<file path="src/rtl/sar_logic_scan.sv">
// sar_logic_scan
// Multi-channel successive-approximation controller. Scans the channels
// enabled in a latched mask, holds a programmable sample phase per channel,
// resolves NBITS bits by binary search on differential DAC codes and hands
// each finished code, tagged with its channel, to a one-entry valid/ready
// output register that flags overrun.
//
// Ports:
//   CLK, RSTN           clock (rising edge), asynchronous active-low reset
//   GO, CONT            start one scan when idle / restart scans back-to-back
//   CH_MASK[NCH]        enabled channels, latched at scan start
//   SAMPLE_CYC[SAMPW]   sample phase lasts SAMPLE_CYC+1 cycles
//   CMP                 comparator, 1 = input above DAC
//   SAMPLE, CH          track/hold control and analog mux select
//   RESULTP, RESULTN    P-side (bits decided 1) and N-side (bits decided 0) DAC codes
//   BUSY                controller not idle
//   DOUT, DCH, DVALID   output register (code, channel, valid)
//   DREADY              consumer accept
//   OVERRUN             one-cycle pulse when an unconsumed result is overwritten
module sar_logic_scan #(
    parameter int NBITS = 5,
    parameter int NCH   = 4,
    parameter int CHW   = 2,
    parameter int SAMPW = 2
) (
    input  logic             CLK,
    input  logic             RSTN,
    input  logic             GO,
    input  logic             CONT,
    input  logic [NCH-1:0]   CH_MASK,
    input  logic [SAMPW-1:0] SAMPLE_CYC,
    input  logic             CMP,
    output logic             SAMPLE,
    output logic [CHW-1:0]   CH,
    output logic [NBITS-1:0] RESULTP,
    output logic [NBITS-1:0] RESULTN,
    output logic             BUSY,
    output logic [NBITS-1:0] DOUT,
    output logic [CHW-1:0]   DCH,
    output logic             DVALID,
    input  logic             DREADY,
    output logic             OVERRUN
);

    typedef enum logic [1:0] {
        S_IDLE = 2'd0,
        S_SAMP = 2'd1,
        S_CONV = 2'd2,
        S_DONE = 2'd3
    } state_t;

    localparam logic [NBITS-1:0] MSB_MASK = {1'b1, {(NBITS-1){1'b0}}};

    // Lowest set bit of m at index >= start; returns {found, index}.
    // Only indices below NCH are ever considered.
    function automatic logic [CHW:0] find_from(input logic [NCH-1:0] m, input int start);
        logic [CHW:0] r;
        r = '0;
        for (int i = NCH - 1; i >= 0; i--) begin
            if (m[i] && (i >= start)) begin
                r = {1'b1, CHW'(i)};
            end
        end
        return r;
    endfunction

    state_t             state_r, state_n;
    logic [CHW-1:0]     ch_r, ch_n;
    logic [NBITS-1:0]   resp_r, resp_n;
    logic [NBITS-1:0]   resn_r, resn_n;
    logic [NBITS-1:0]   mask_r, mask_n;
    logic [NCH-1:0]     amask_r, amask_n;
    logic [SAMPW-1:0]   cnt_r, cnt_n;
    logic               load_s;
    logic [CHW:0]       nxt_s;
    logic [CHW:0]       first_s;
    logic               sample_r;
    logic               busy_r;
    logic [NBITS-1:0]   dout_r;
    logic [CHW-1:0]     dch_r;
    logic               dvalid_r;
    logic               overrun_r;

    // Next-state and datapath update for the scan/convert sequencer.
    always_comb begin
        state_n = state_r;
        ch_n    = ch_r;
        resp_n  = resp_r;
        resn_n  = resn_r;
        mask_n  = mask_r;
        amask_n = amask_r;
        cnt_n   = cnt_r;
        load_s  = 1'b0;
        nxt_s   = find_from(amask_r, int'(ch_r) + 32'sd1);
        first_s = find_from(CH_MASK, 32'sd0);
        case (state_r)
            S_IDLE: begin
                resp_n = '0;
                resn_n = '0;
                if (GO && (CH_MASK != '0)) begin
                    amask_n = CH_MASK;
                    ch_n    = first_s[CHW-1:0];
                    cnt_n   = SAMPLE_CYC;
                    state_n = S_SAMP;
                end else begin
                    state_n = S_IDLE;
                end
            end
            S_SAMP: begin
                if (cnt_r == '0) begin
                    mask_n  = MSB_MASK;
                    resp_n  = '0;
                    resn_n  = '0;
                    state_n = S_CONV;
                end else begin
                    cnt_n = cnt_r - SAMPW'(1);
                end
            end
            S_CONV: begin
                if (CMP) begin
                    resp_n = resp_r | mask_r;
                end else begin
                    resn_n = resn_r | mask_r;
                end
                mask_n = mask_r >> 1;
                if (mask_r[0]) begin
                    state_n = S_DONE;
                end else begin
                    state_n = S_CONV;
                end
            end
            S_DONE: begin
                load_s = 1'b1;
                resp_n = '0;
                resn_n = '0;
                if (nxt_s[CHW]) begin
                    ch_n    = nxt_s[CHW-1:0];
                    cnt_n   = SAMPLE_CYC;
                    state_n = S_SAMP;
                end else if (CONT || GO) begin
                    // End of scan with a restart request: re-latch the mask.
                    amask_n = CH_MASK;
                    if (CH_MASK != '0) begin
                        ch_n    = first_s[CHW-1:0];
                        cnt_n   = SAMPLE_CYC;
                        state_n = S_SAMP;
                    end else begin
                        ch_n    = '0;
                        state_n = S_IDLE;
                    end
                end else begin
                    ch_n    = '0;
                    state_n = S_IDLE;
                end
            end
            default: begin
                state_n = S_IDLE;
                ch_n    = '0;
                resp_n  = '0;
                resn_n  = '0;
            end
        endcase
    end

    // Sequencer state, datapath registers and registered SAMPLE/BUSY decodes.
    always_ff @(posedge CLK or negedge RSTN) begin
        if (!RSTN) begin
            state_r  <= S_IDLE;
            ch_r     <= '0;
            resp_r   <= '0;
            resn_r   <= '0;
            mask_r   <= '0;
            amask_r  <= '0;
            cnt_r    <= '0;
            sample_r <= 1'b0;
            busy_r   <= 1'b0;
        end else begin
            state_r  <= state_n;
            ch_r     <= ch_n;
            resp_r   <= resp_n;
            resn_r   <= resn_n;
            mask_r   <= mask_n;
            amask_r  <= amask_n;
            cnt_r    <= cnt_n;
            sample_r <= (state_n == S_SAMP);
            busy_r   <= (state_n != S_IDLE);
        end
    end

    // One-entry output register; a load wins over a same-edge handshake.
    always_ff @(posedge CLK or negedge RSTN) begin
        if (!RSTN) begin
            dout_r    <= '0;
            dch_r     <= '0;
            dvalid_r  <= 1'b0;
            overrun_r <= 1'b0;
        end else if (load_s) begin
            dout_r    <= resp_r;
            dch_r     <= ch_r;
            dvalid_r  <= 1'b1;
            // Overwriting is an overrun only if the old entry is not taken now.
            overrun_r <= dvalid_r & ~DREADY;
        end else begin
            overrun_r <= 1'b0;
            if (dvalid_r && DREADY) begin
                dvalid_r <= 1'b0;
            end else begin
                dvalid_r <= dvalid_r;
            end
        end
    end

    assign SAMPLE  = sample_r;
    assign BUSY    = busy_r;
    assign CH      = ch_r;
    assign RESULTP = resp_r;
    assign RESULTN = resn_r;
    assign DOUT    = dout_r;
    assign DCH     = dch_r;
    assign DVALID  = dvalid_r;
    assign OVERRUN = overrun_r;

endmodule
</file>
<file path="config.mk">
export PLATFORM = sky130hd
export DESIGN_NAME = sar_logic_scan
export DESIGN_NICKNAME = d
export VERILOG_FILES = /design/src/rtl/sar_logic_scan.sv
export SDC_FILE = /design/constraint.sdc
export NUM_CORES = 1
export LEC_CHECK = 0
export ABC_AREA = 1
export CORE_ASPECT_RATIO = 0.7
export CORE_MARGIN = 2
export CORE_UTILIZATION = 66
export DETAILED_ROUTE_END_ITERATION = 8
export DONT_BUFFER_PORTS = 1
export PLACE_DENSITY_LB_ADDON = 0.08
export SYNTH_ARGS = -nofsm -noshare
export SYNTH_HDL_FRONTEND = slang
export SYNTH_SLANG_ARGS = --single-unit
export TNS_END_PERCENT = 50
</file>
<file path="constraint.sdc">
create_clock -name CLK -period 2.26 [get_ports CLK]
set_input_delay 0.339 -clock CLK [delete_from_list [all_inputs] [get_ports CLK]]
set_output_delay 0.339 -clock CLK [all_outputs]
set_load 0.005 [all_outputs]
</file>
==> results.md, run 1 <==
- Status: finished, final reports clean
- Layout cells sized above 1: 12.1%
- Unrepaired setup endpoints after global routing: no
- Initial core utilization: 72.2%
- Routed len/inst: 13.9 um
- DR DRC count: 0
- Hold_sp: DREADY
- Max stage delay on crit path: 460 ps
- Remaining antenna violation count after routing: 0
- Cell family with most CP delay: simple AND/OR/NAND/NOR gates
- Hold path cells: 1
- Final setup margin: 796 ps
- Total core area: 2220 um2
- Die width: 63.0 um
- Cells along the critical path: nand2_2 > inv_1 > nand3_1 > nand2_1 > nand2_1 > nand2_1
- Die area: 2850 um2
- Tmin final: 1460 ps
- Register area share after synthesis: 54.5%
- Relative slew margins: 77.9%
- Avg Inst Size Synth: 8.46 um2
- Nets: 210
- Slew @ Worst Pin: 330 ps
- Class of the most critical setup path: reg -> reg
- Reg2reg end: cnt_r[1]
- Crit end category: register
- # clock sinks: 35
- Critical path origin: state_r[1]
- Layout Skew: 6.29 ps
- FP Rows: 14
- Post-route core utilization: 77.8%
- Final setup violation count: 0
- Peak Freq: 683 MHz
- Period utilization: 64.8%
- Antenna violations before repair: 0
- Synthesized area: 1610 um2
- TritonCTS Buffers: 5
- Worst r2r src: state_r[1]
- Dpl cells: 220
- Root buffer cell: clkbuf_4
- Startpoint Class: register
- PwrDens: 1370 nW/um2
- Most used cell, CP: nand2_1
- Final hold violations: 0
- Resized cells post-CTS: 0
- Syn-to-layout area delta: 7.71%
- Leak pwr: 0.900 nW
- CP Data Arrival Time: 1700 ps
- Mapped Cells: 190
- Pre-CTS setup slack: 851 ps
- MaxCap Viol Count: 0
- Gp weighted congestion: 0.877
- Clock tree buffer depth: 2
- Net Count, Synth: 203
- Slowest CP cell: dfrtp_1
- Hold endpoint: OVERRUN
- Buffers on Ports: 0
- Post-DR vias/cell: 5.43
- # H-tree levels: 2
- Maximum VDD drop: 0.719 mV
- HPWL after DPL: 2360 um
- Hold WC Path Type: in -> reg
- Vias in the first global route: 1236
- Pin count of the biggest net entering global routing: 36
- Number of diodes: 0
- Total number of vias: 1249
- Initial DRT Pass Iterations: 4
- WP data required: 2500 ps
- Fill cell count: 159
- Critical path fanouts, max: 21
- Die H: 45.3 um
- Slew Limit Fails: 0
- Synth unique cells: 21
- Total negative slack: 0 ps
- Gr usage total: 26.2%
- # IOs: 35
- Total Wirelength: 3200 um
- R2R cell count: 6
- Clk_lat worst skew: 340 ps
- Clock-pin slew on the worst setup and hold paths: 100 ps
- Iteration-0 DRC Markers: 129
- Flops & latches, synth: 35
- Final cell count without fillers: 230
- Flop2flop setup slack: 800 ps
- Overflow after GRT: 0
- Synth warn: 0
- CTS tree: built
- Worst Path Buf+Inv: 1
- WHS: 58.9 ps
- Total number of cells along the worst setup path: 6
- Global-route wire length before repair: 5330 um
power by group:
group	switching (mW)	leakage (nW)	internal, mW
Sequential	0.197	0.457	0.862
Combinational	0.616	0.405	0.318
Clock	0.200	0.0386	0.183
Total	1.01	0.900	1.36
repair_timing:
item,4_1_cts,5_1_grt
hold buffers,2,0
endpoints found under the hold margin,35,0
setup buffers,0,0
per-layer routing:
metal / global-route usage, % / routed length, um
met1: 31.2 / 1330
met2: 42.3 / 1560
met3: 11.5 / 242
met4: 12.0 / 73
met5: 0 / 0
cell families (layout without fill, tap and decap cells):
group                    after synthesis  in the layout  synth area share (%)
buffers and inverters                 30             38                  7.48
adder cells (fa/ha/maj)                1              1                 0.779
AO/OA/AOI/OAI                         28             28                  10.3
flip-flops                            35             35                  54.5
AND/OR/NAND/NOR                       96             96                  26.9
cells in the final DEF (no fill, tap or decap), drive strengths merged:
cell type,count
nand2,66
a21oi,7
nand3,12
dlygate4sd3,1
dfrtp,35
inv,28
clkbuf,8
buf,1
o22ai,4
o21ai,12
nor3,2
or2,3
ha,1
o21a,5
nor2,13
worst max path at each step:
stage                  to  slack [ps]
6_report         cnt_r[1]         800
5_1_grt          cnt_r[0]         670
3_3_place_gp     cnt_r[0]         920
2_1_floorplan  RESULTN[1]        1040
3_5_place_dp     cnt_r[1]         850
4_1_cts          cnt_r[1]         810
state kept, by name, summed over array words and instances, names as in the netlist:
| name | count |
|---|---|
| BUSY | 1 |
| CH | 2 |
| DCH | 2 |
| DOUT | 5 |
| DVALID | 1 |
| OVERRUN | 1 |
| RESULTN | 5 |
| RESULTP | 5 |
| SAMPLE | 1 |
| amask_r | 3 |
| cnt_r | 2 |
| mask_r | 5 |
| state_r | 2 |
cell type report:
class	instances	area [um2]	area share, %
Tap cell	32	40.0	2.31
Multi-Input combinational cell	125	611	35.3
Inverter	28	105	6.07
Sequential cell	35	876	50.6
Clock buffer	8	68.8	3.98
Timing Repair Buffer	2	30.0	1.74
cells in the mapped netlist:
cell type | number | area (um2)
nand3_1 | 12 | 60.1
nand2_4 | 4 | 45.0
o22ai_1 | 4 | 25.0
clkbuf_1 | 1 | 3.75
a21oi_2 | 2 | 17.5
inv_1 | 26 | 97.6
ha_1 | 1 | 12.5
o21a_1 | 5 | 37.5
buf_6 | 1 | 11.3
dfrtp_1 | 35 | 876
a21oi_1 | 5 | 25.0
o21ai_0 | 12 | 60.1
inv_2 | 2 | 7.51
nor3_1 | 2 | 10.0
or2_4 | 1 | 8.76
or2_2 | 1 | 6.26
or2_1 | 1 | 6.26
nand2_2 | 5 | 31.3
nor2_1 | 12 | 45.0
nand2_1 | 57 | 214
nor2_2 | 1 | 6.26
per-stage QoR:
stage / instance area, um2 / total power [mW]
2_1_floorplan: 1610 / 1.77
3_3_place_gp: 1630 / 1.91
3_5_place_dp: 1630 / 1.97
4_1_cts: 1730 / 2.38
5_1_grt: 1730 / 2.57
6_report: 1730 / 2.38
Note: power is estimated with default switching activity, not from simulation.
==> run 2, diff against run 1 <==
--- a/config.mk
+++ b/config.mk
@@ -8,7 +8,7 @@
 export ABC_AREA = 1
 export CORE_ASPECT_RATIO = 0.7
 export CORE_MARGIN = 2
-export CORE_UTILIZATION = 66
+export CORE_UTILIZATION = 55
 export DETAILED_ROUTE_END_ITERATION = 8
 export DONT_BUFFER_PORTS = 1
 export PLACE_DENSITY_LB_ADDON = 0.08
==> constraint.sdc (replaced) <==
create_clock -name CLK -period 1.19 [get_ports CLK]
set_input_delay 0.1785 -clock CLK [delete_from_list [all_inputs] [get_ports CLK]]
set_output_delay 0.1785 -clock CLK [all_outputs]
set_load 0.005 [all_outputs]
==> results.md, run 2 (synthesis results as in run 1) <==
- Status: finished with violations (was finished, final reports clean)
- Failing checks: setup timing
- Leak pwr: 1.01 nW (was 0.900 nW)
- Hold WC Path Type: in -> reg (unchanged)
- Die area: 3380 um2 (was 2850 um2)
- Period utilization: 109% (was 64.8%)
- Layout cells sized above 1: 30.1% (was 12.1%)
- Relative slew margins: 85.1% (was 77.9%)
- Global-route wire length before repair: 5430 um (was 5330 um)
- Reg2reg end: RESULTN[3] (was cnt_r[1])
- CTS tree: built (unchanged)
- PwrDens: 2790 nW/um2 (was 1370 nW/um2)
- Pin count of the biggest net entering global routing: 36 (unchanged)
- Most frequent cells in the layout: 50 x nand2_1, 33 x dfrtp_1, 23 x inv_1 (was 57 x nand2_1, 35 x dfrtp_1, 26 x inv_1)
- Tmin final: 1300 ps (was 1460 ps)
- Dpl cells: 239 (was 220)
- # clock sinks: 35 (unchanged)
- MaxCap Viol Count: 0 (unchanged)
- Vias in the first global route: 1290 (was 1236)
- Overflow after GRT: 0 (unchanged)
- Gp weighted congestion: 0.817 (was 0.877)
- Initial DRT Pass Iterations: 5 (was 4)
- Final setup margin: -112 ps (was 796 ps)
- Peak Freq: 768 MHz (was 683 MHz)
- Root buffer cell: clkbuf_8 (was clkbuf_4)
- Hold path cells: 2 (was 1)
- Met3 wire length: 254 um (was 242 um)
- Clk_lat worst skew: 290 ps (was 340 ps)
- Total Wirelength: 3360 um (was 3200 um)
- Gr usage total: 22.2% (was 26.2%)
- Die width: 68.6 um (was 63.0 um)
- Final setup violation count: 18 (was 0)
- R2R cell count: 6 (unchanged)
- Total negative slack: -1120 ps (was 0 ps)
- Met2 WL: 1530 um (was 1560 um)
- HPWL after DPL: 2300 um (was 2360 um)
- Iteration-0 DRC Markers: 86 (was 129)
- Slew @ Worst Pin: 221 ps (was 330 ps)
- Post-DR vias/cell: 5.13 (was 5.43)
- Initial core utilization: 57.7% (was 72.2%)
- Clock tree buffer depth: 2 (unchanged)
- Cell family with most CP delay: simple AND/OR/NAND/NOR gates (unchanged)
- Die H: 49.2 um (was 45.3 um)
- Syn-to-layout area delta: 24.9% (was 7.71%)
- Buffers on Ports: 0 (unchanged)
- # IOs: 35 (unchanged)
- TritonCTS Buffers: 5 (unchanged)
- Final hold violations: 0 (unchanged)
- # H-tree levels: 2 (unchanged)
- Unrepaired setup endpoints after global routing: yes (was no)
- Clock-pin slew on the worst setup and hold paths: 70 ps (was 100 ps)
- Maximum VDD drop: 1.52 mV (was 0.719 mV)
- Crit end category: register (unchanged)
- Slowest CP cell: dfrtp_1 (unchanged)
- Flop2flop setup slack: -110 ps (was 800 ps)
- Nets: 228 (was 210)
- Total core area: 2780 um2 (was 2220 um2)
- Met1 wire length: 1520 um (was 1330 um)
- Hold endpoint: amask_r[2] (was OVERRUN)
- Layout Skew: 7.46 ps (was 6.29 ps)
- Cells along the critical path: inv_1 > ha_2 > or2_4 > nand2_4 > nor2_2 > o21a_1 (was nand2_2 > inv_1 > nand3_1 > nand2_1 > nand2_1 > nand2_1)
- Max stage delay on crit path: 360 ps (was 460 ps)
- Max Used Layer: met4 (unchanged)
- Critical path fanouts, max: 5 (was 21)
- Startpoint Class: register (unchanged)
- Remaining antenna violation count after routing: 0 (unchanged)
- Number of diodes: 0 (unchanged)
- DR DRC count: 0 (unchanged)
- Hold_sp: CH_MASK[2] (was DREADY)
- FP Rows: 16 (was 14)
- Routed len/inst: 13.3 um (was 13.9 um)
- Antenna violations before repair: 0 (unchanged)
- Total number of vias: 1293 (was 1249)
- WP data required: 1370 ps (was 2500 ps)
- Post-route core utilization: 72.1% (was 77.8%)
- CP Data Arrival Time: 1480 ps (was 1700 ps)
- Worst r2r src: cnt_r[0] (was state_r[1])
- Pre-CTS setup slack: -63.0 ps (was 851 ps)
- Final cell count without fillers: 252 (was 230)
- Slew Limit Fails: 0 (unchanged)
- Fill cell count: 223 (was 159)
- Worst Path Buf+Inv: 1 (unchanged)
- Total power: 5.61 mW (was 2.38 mW)
- Class of the most critical setup path: reg -> reg (unchanged)
- Most common cell after layout, fill and taps aside: nand2_1 (unchanged)
## run 2: changes by cell type in the layout (fill, tap and decap cells not counted), moves of 2 or more
cell and change:
nor2_2 +3, nand2_1 -7, inv_1 -3, nor2_1 -4, inv_2 +2, dfrtp_2 +2
nand3_1 -5, dfrtp_1 -2, nand2_2 +6, nand3_2 +5, buf_4 +16, clkbuf_4 -5
clkbuf_8 +4
## run 2: metrics by stage
stage	instance area [um2]	hold slack, ps
2_1_floorplan	1610	-117
3_3_place_gp	1750	-116
3_5_place_dp	1750	-116
4_1_cts	1940	4.85
5_1_grt	2010	6.37
6_report	2010	17.6
## run 2: metal layers
metal	vias up	global-route usage (%)
met1	608	28.1
met4	0	8.67
li1	641	-
met2	39	32.5
met5	-	0
met3	5	10.9
## run 2: final cells by class
cell class                 count  area (um2)  share of cell area (%)
sequential                    35         878                    43.8
clock buffer                   6        82.6                    4.11
timing repair buffer          20         171                    8.54
clock inverter                 2        35.0                    1.75
inverter                      28         108                    5.36
multi-input combinational    125         687                    34.2
tap                           36        45.0                    2.24
## run 2: worst max path at each step
| stage | start | end | slack (ps) | cells past startpoint |
|---|---|---|---|---|
| 5_1_grt | CH[1] | amask_r[3] | -200 | 9 |
| 6_report | cnt_r[0] | RESULTN[3] | -110 | 6 |
| 3_3_place_gp | CH[1] | cnt_r[0] | -30 | 8 |
| 3_5_place_dp | cnt_r[0] | RESULTP[3] | -60 | 6 |
| 2_1_floorplan | state_r[1] | RESULTN[1] | -20 | 6 |
| 4_1_cts | cnt_r[0] | RESULTN[3] | -100 | 6 |
## run 2: power by group
| group | switching [mW] | total, mW | internal [mW] |
|---|---|---|---|
| Sequential | 0.350 | 2.00 | 1.65 |
| Clock | 0.432 | 1.11 | 0.677 |
| Combinational | 1.44 | 2.50 | 1.07 |
| Total | 2.22 | 5.61 | 3.39 |
## run 2: worst reg2reg max path, stage by stage (launching register included)
cell,delay (ps)
dfrtp_1,360
inv_1,60
ha_2,180
or2_4,290
nand2_4,110
nor2_2,40
o21a_1,160
## run 2: what timing repair did
action	CTS	global route
setup endpoints to repair	23	25
setup buffers	0	2
hold endpoints to repair	37	0
resized for setup	8	19
hold buffers	3	0
pin swaps	6	12
gates cloned	0	0
==> run 3, diff against run 2 <==
--- a/config.mk
+++ b/config.mk
@@ -8,9 +8,10 @@
 export ABC_AREA = 1
 export CORE_ASPECT_RATIO = 0.7
 export CORE_MARGIN = 2
-export CORE_UTILIZATION = 55
+export CORE_UTILIZATION = 30
 export DETAILED_ROUTE_END_ITERATION = 8
 export DONT_BUFFER_PORTS = 1
+export MAX_ROUTING_LAYER = met4
 export PLACE_DENSITY_LB_ADDON = 0.08
 export SYNTH_ARGS = -nofsm -noshare
 export SYNTH_HDL_FRONTEND = slang
==> results.md, run 3 (synthesis results as in run 1) <==
- Most frequent cells in the layout: 52 x nand2_1, 33 x dfrtp_1, 24 x inv_1 (was 50 x nand2_1, 33 x dfrtp_1, 23 x inv_1)
- Post-route core utilization: 39.2% (was 72.1%)
- Worst r2r src: cnt_r[0] (unchanged)
- Final setup violation count: 17 (was 18)
- Layout Skew: 3.66 ps (was 7.46 ps)
- Total negative slack: -650 ps (was -1120 ps)
- Slew Limit Fails: 0 (unchanged)
- Cells along the critical path: inv_1 > ha_2 > or2_4 > nand2_4 > nor2_1 > o21a_1 (was inv_1 > ha_2 > or2_4 > nand2_4 > nor2_2 > o21a_1)
- Critical path fanouts, max: 5 (unchanged)
- Slowest CP cell: dfrtp_1 (unchanged)
- Syn-to-layout area delta: 26.8% (was 24.9%)
- Layout cells sized above 1: 29.0% (was 30.1%)
- Most common cell after layout, fill and taps aside: nand2_1 (unchanged)
- Number of diodes: 0 (unchanged)
- Global-route wire length before repair: 6060 um (was 5430 um)
- Post-DR vias/cell: 4.38 (was 5.13)
- FP Rows: 22 (was 16)
- Root buffer cell: clkbuf_8 (unchanged)
- MaxCap Viol Count: 0 (unchanged)
- Total core area: 5200 um2 (was 2780 um2)
- Gp weighted congestion: 0.823 (was 0.817)
- Iteration-0 DRC Markers: 57 (was 86)
- Maximum VDD drop: 0.902 mV (was 1.52 mV)
- # clock sinks: 35 (unchanged)
- Failing checks: setup timing (unchanged)
- WP data required: 1360 ps (was 1370 ps)
- Design area: 2040 um2 (was 2010 um2)
- Gr usage total: 13.5% (was 22.2%)
- Switch share: 39.9% (was 39.6%)
- Hold path cells: 2 (unchanged)
- # IOs: 35 (unchanged)
- # H-tree levels: 2 (unchanged)
- Unrepaired setup endpoints after global routing: yes (unchanged)
- Pre-CTS setup slack: -95.1 ps (was -63.0 ps)
- Remaining antenna violation count after routing: 0 (unchanged)
- Nets: 233 (was 228)
- Relative slew margins: 86.7% (was 85.1%)
- HPWL after DPL: 2610 um (was 2300 um)
- Net switching power figure: 2.14 mW (was 2.22 mW)
- Pin count of the biggest net entering global routing: 36 (unchanged)
- Flop2flop setup slack: -70 ps (was -110 ps)
- Vias in the first global route: 1325 (was 1290)
- Clock-pin slew on the worst setup and hold paths: 70 ps (about the same)
- Initial core utilization: 30.9% (was 57.7%)
- Slew @ Worst Pin: 199 ps (was 221 ps)
- Hold_sp: CH_MASK[2] (unchanged)
- Clk_lat worst skew: 280 ps (was 290 ps)
- Flop pwr share: 37.1% (was 35.6%)
- DR DRC count: 0 (unchanged)
- Class of the most critical setup path: reg -> reg (unchanged)
- R2R cell count: 6 (unchanged)
- Part of the power in combinational logic: 47.5% (was 44.6%)
- Crit end category: register (unchanged)
- CTS tree: built (unchanged)
- PwrDens: 2630 nW/um2 (was 2790 nW/um2)
- Reg2reg end: RESULTN[2] (was RESULTN[3])
- Startpoint Class: register (unchanged)
- TritonCTS Buffers: 5 (unchanged)
- Final setup margin: -72.0 ps (was -112 ps)
- Hold endpoint: amask_r[2] (unchanged)
- Peak Freq: 792 MHz (was 768 MHz)
- CP Data Arrival Time: 1440 ps (was 1480 ps)
- Period utilization: 106% (was 109%)
- Buffers on Ports: 0 (unchanged)
- Clock group share of total power: 15.3% (was 19.8%)
- Routed len/inst: 12.0 um (was 13.3 um)
- Clock tree buffer depth: 2 (unchanged)
- Overflow after GRT: 0 (unchanged)
- Area post-placement: 1850 um2 (was 1750 um2)
- Status: finished with violations (unchanged)
- Initial DRT Pass Iterations: 4 (was 5)
- Int Pwr: 3.22 mW (was 3.39 mW)
- Antenna violations before repair: 0 (unchanged)
- Final hold violations: 0 (unchanged)
- Die width: 91.5 um (was 68.6 um)
- Tmin final: 1260 ps (was 1300 ps)
- Total Wirelength: 3510 um (was 3360 um)
- Hold WC Path Type: in -> reg (unchanged)
- Total number of vias: 1282 (was 1293)
- Max stage delay on crit path: 360 ps (about the same)
- Die area: 5970 um2 (was 3380 um2)
- Leak pwr: 1.01 nW (about the same)
- Die H: 65.2 um (was 49.2 um)
run 3: power by group through the flow:
stage | Sequential [mW] | Combinational (mW) | Clock, mW
after floorplan | 1.93 | 1.43 | 0
after global placement | 1.99 | 2.28 | 0
after detailed placement | 2.00 | 2.31 | 0
after CTS | 1.99 | 2.46 | 0.859
after global routing | 2.06 | 2.90 | 0.938
final | 1.99 | 2.55 | 0.822
run 3: what timing repair did:
| item | CTS | global route |
|---|---|---|
| resized for setup | 7 | 13 |
| hold endpoints to repair | 37 | 0 |
| endpoints found under the setup margin | 19 | 27 |
| setup buffers | 2 | 0 |
| pin swaps | 6 | 3 |
| hold buffers | 3 | 0 |
run 3: critical path: cells and delay by family, from the launching register on:
family	cells	cell delay, ps
simple gates	3	420
flops	1	360
fa+ha+maj	1	170
compound gates	1	160
buf+inv	1	50
run 3: stage by stage:
stage          hold slack [ps]  power [mW]  std cells
4_1_cts                   29.8        5.31        293
5_1_grt                   53.3        5.90        293
2_1_floorplan             -117        3.37        190
6_report                  36.4        5.36        293
3_3_place_gp              -116        4.27        280
3_5_place_dp              -116        4.31        280
run 3: how the worst max path moves through the flow:
stage	cells after the start	slack [ps]	from	endpoint
after global placement	6	-60	cnt_r[0]	RESULTN[1]
after detailed placement	6	-100	cnt_r[0]	RESULTP[2]
after global routing	8	-140	CH[1]	cnt_r[1]
after CTS	6	-70	cnt_r[0]	RESULTN[2]
after floorplan	6	-20	state_r[1]	RESULTN[1]
final	6	-70	cnt_r[0]	RESULTN[2]
run 3: layout make-up:
class	count	area (um2)
well taps	72	90.1
multi-input cells	125	664
repair buffers	25	218
fillers	557	3170
clock buffers	7	76.3
clock inverters	1	5.00
flip-flops and latches	35	878
inverters	28	105
run 3: per-layer routing:
layer / GRT usage (%) / part of all wire (%)
met3: 5.16 / 6.4
met4: 4.17 / 0.40
met5: - / 0
met1: 16.1 / 47
met2: 21.4 / 46
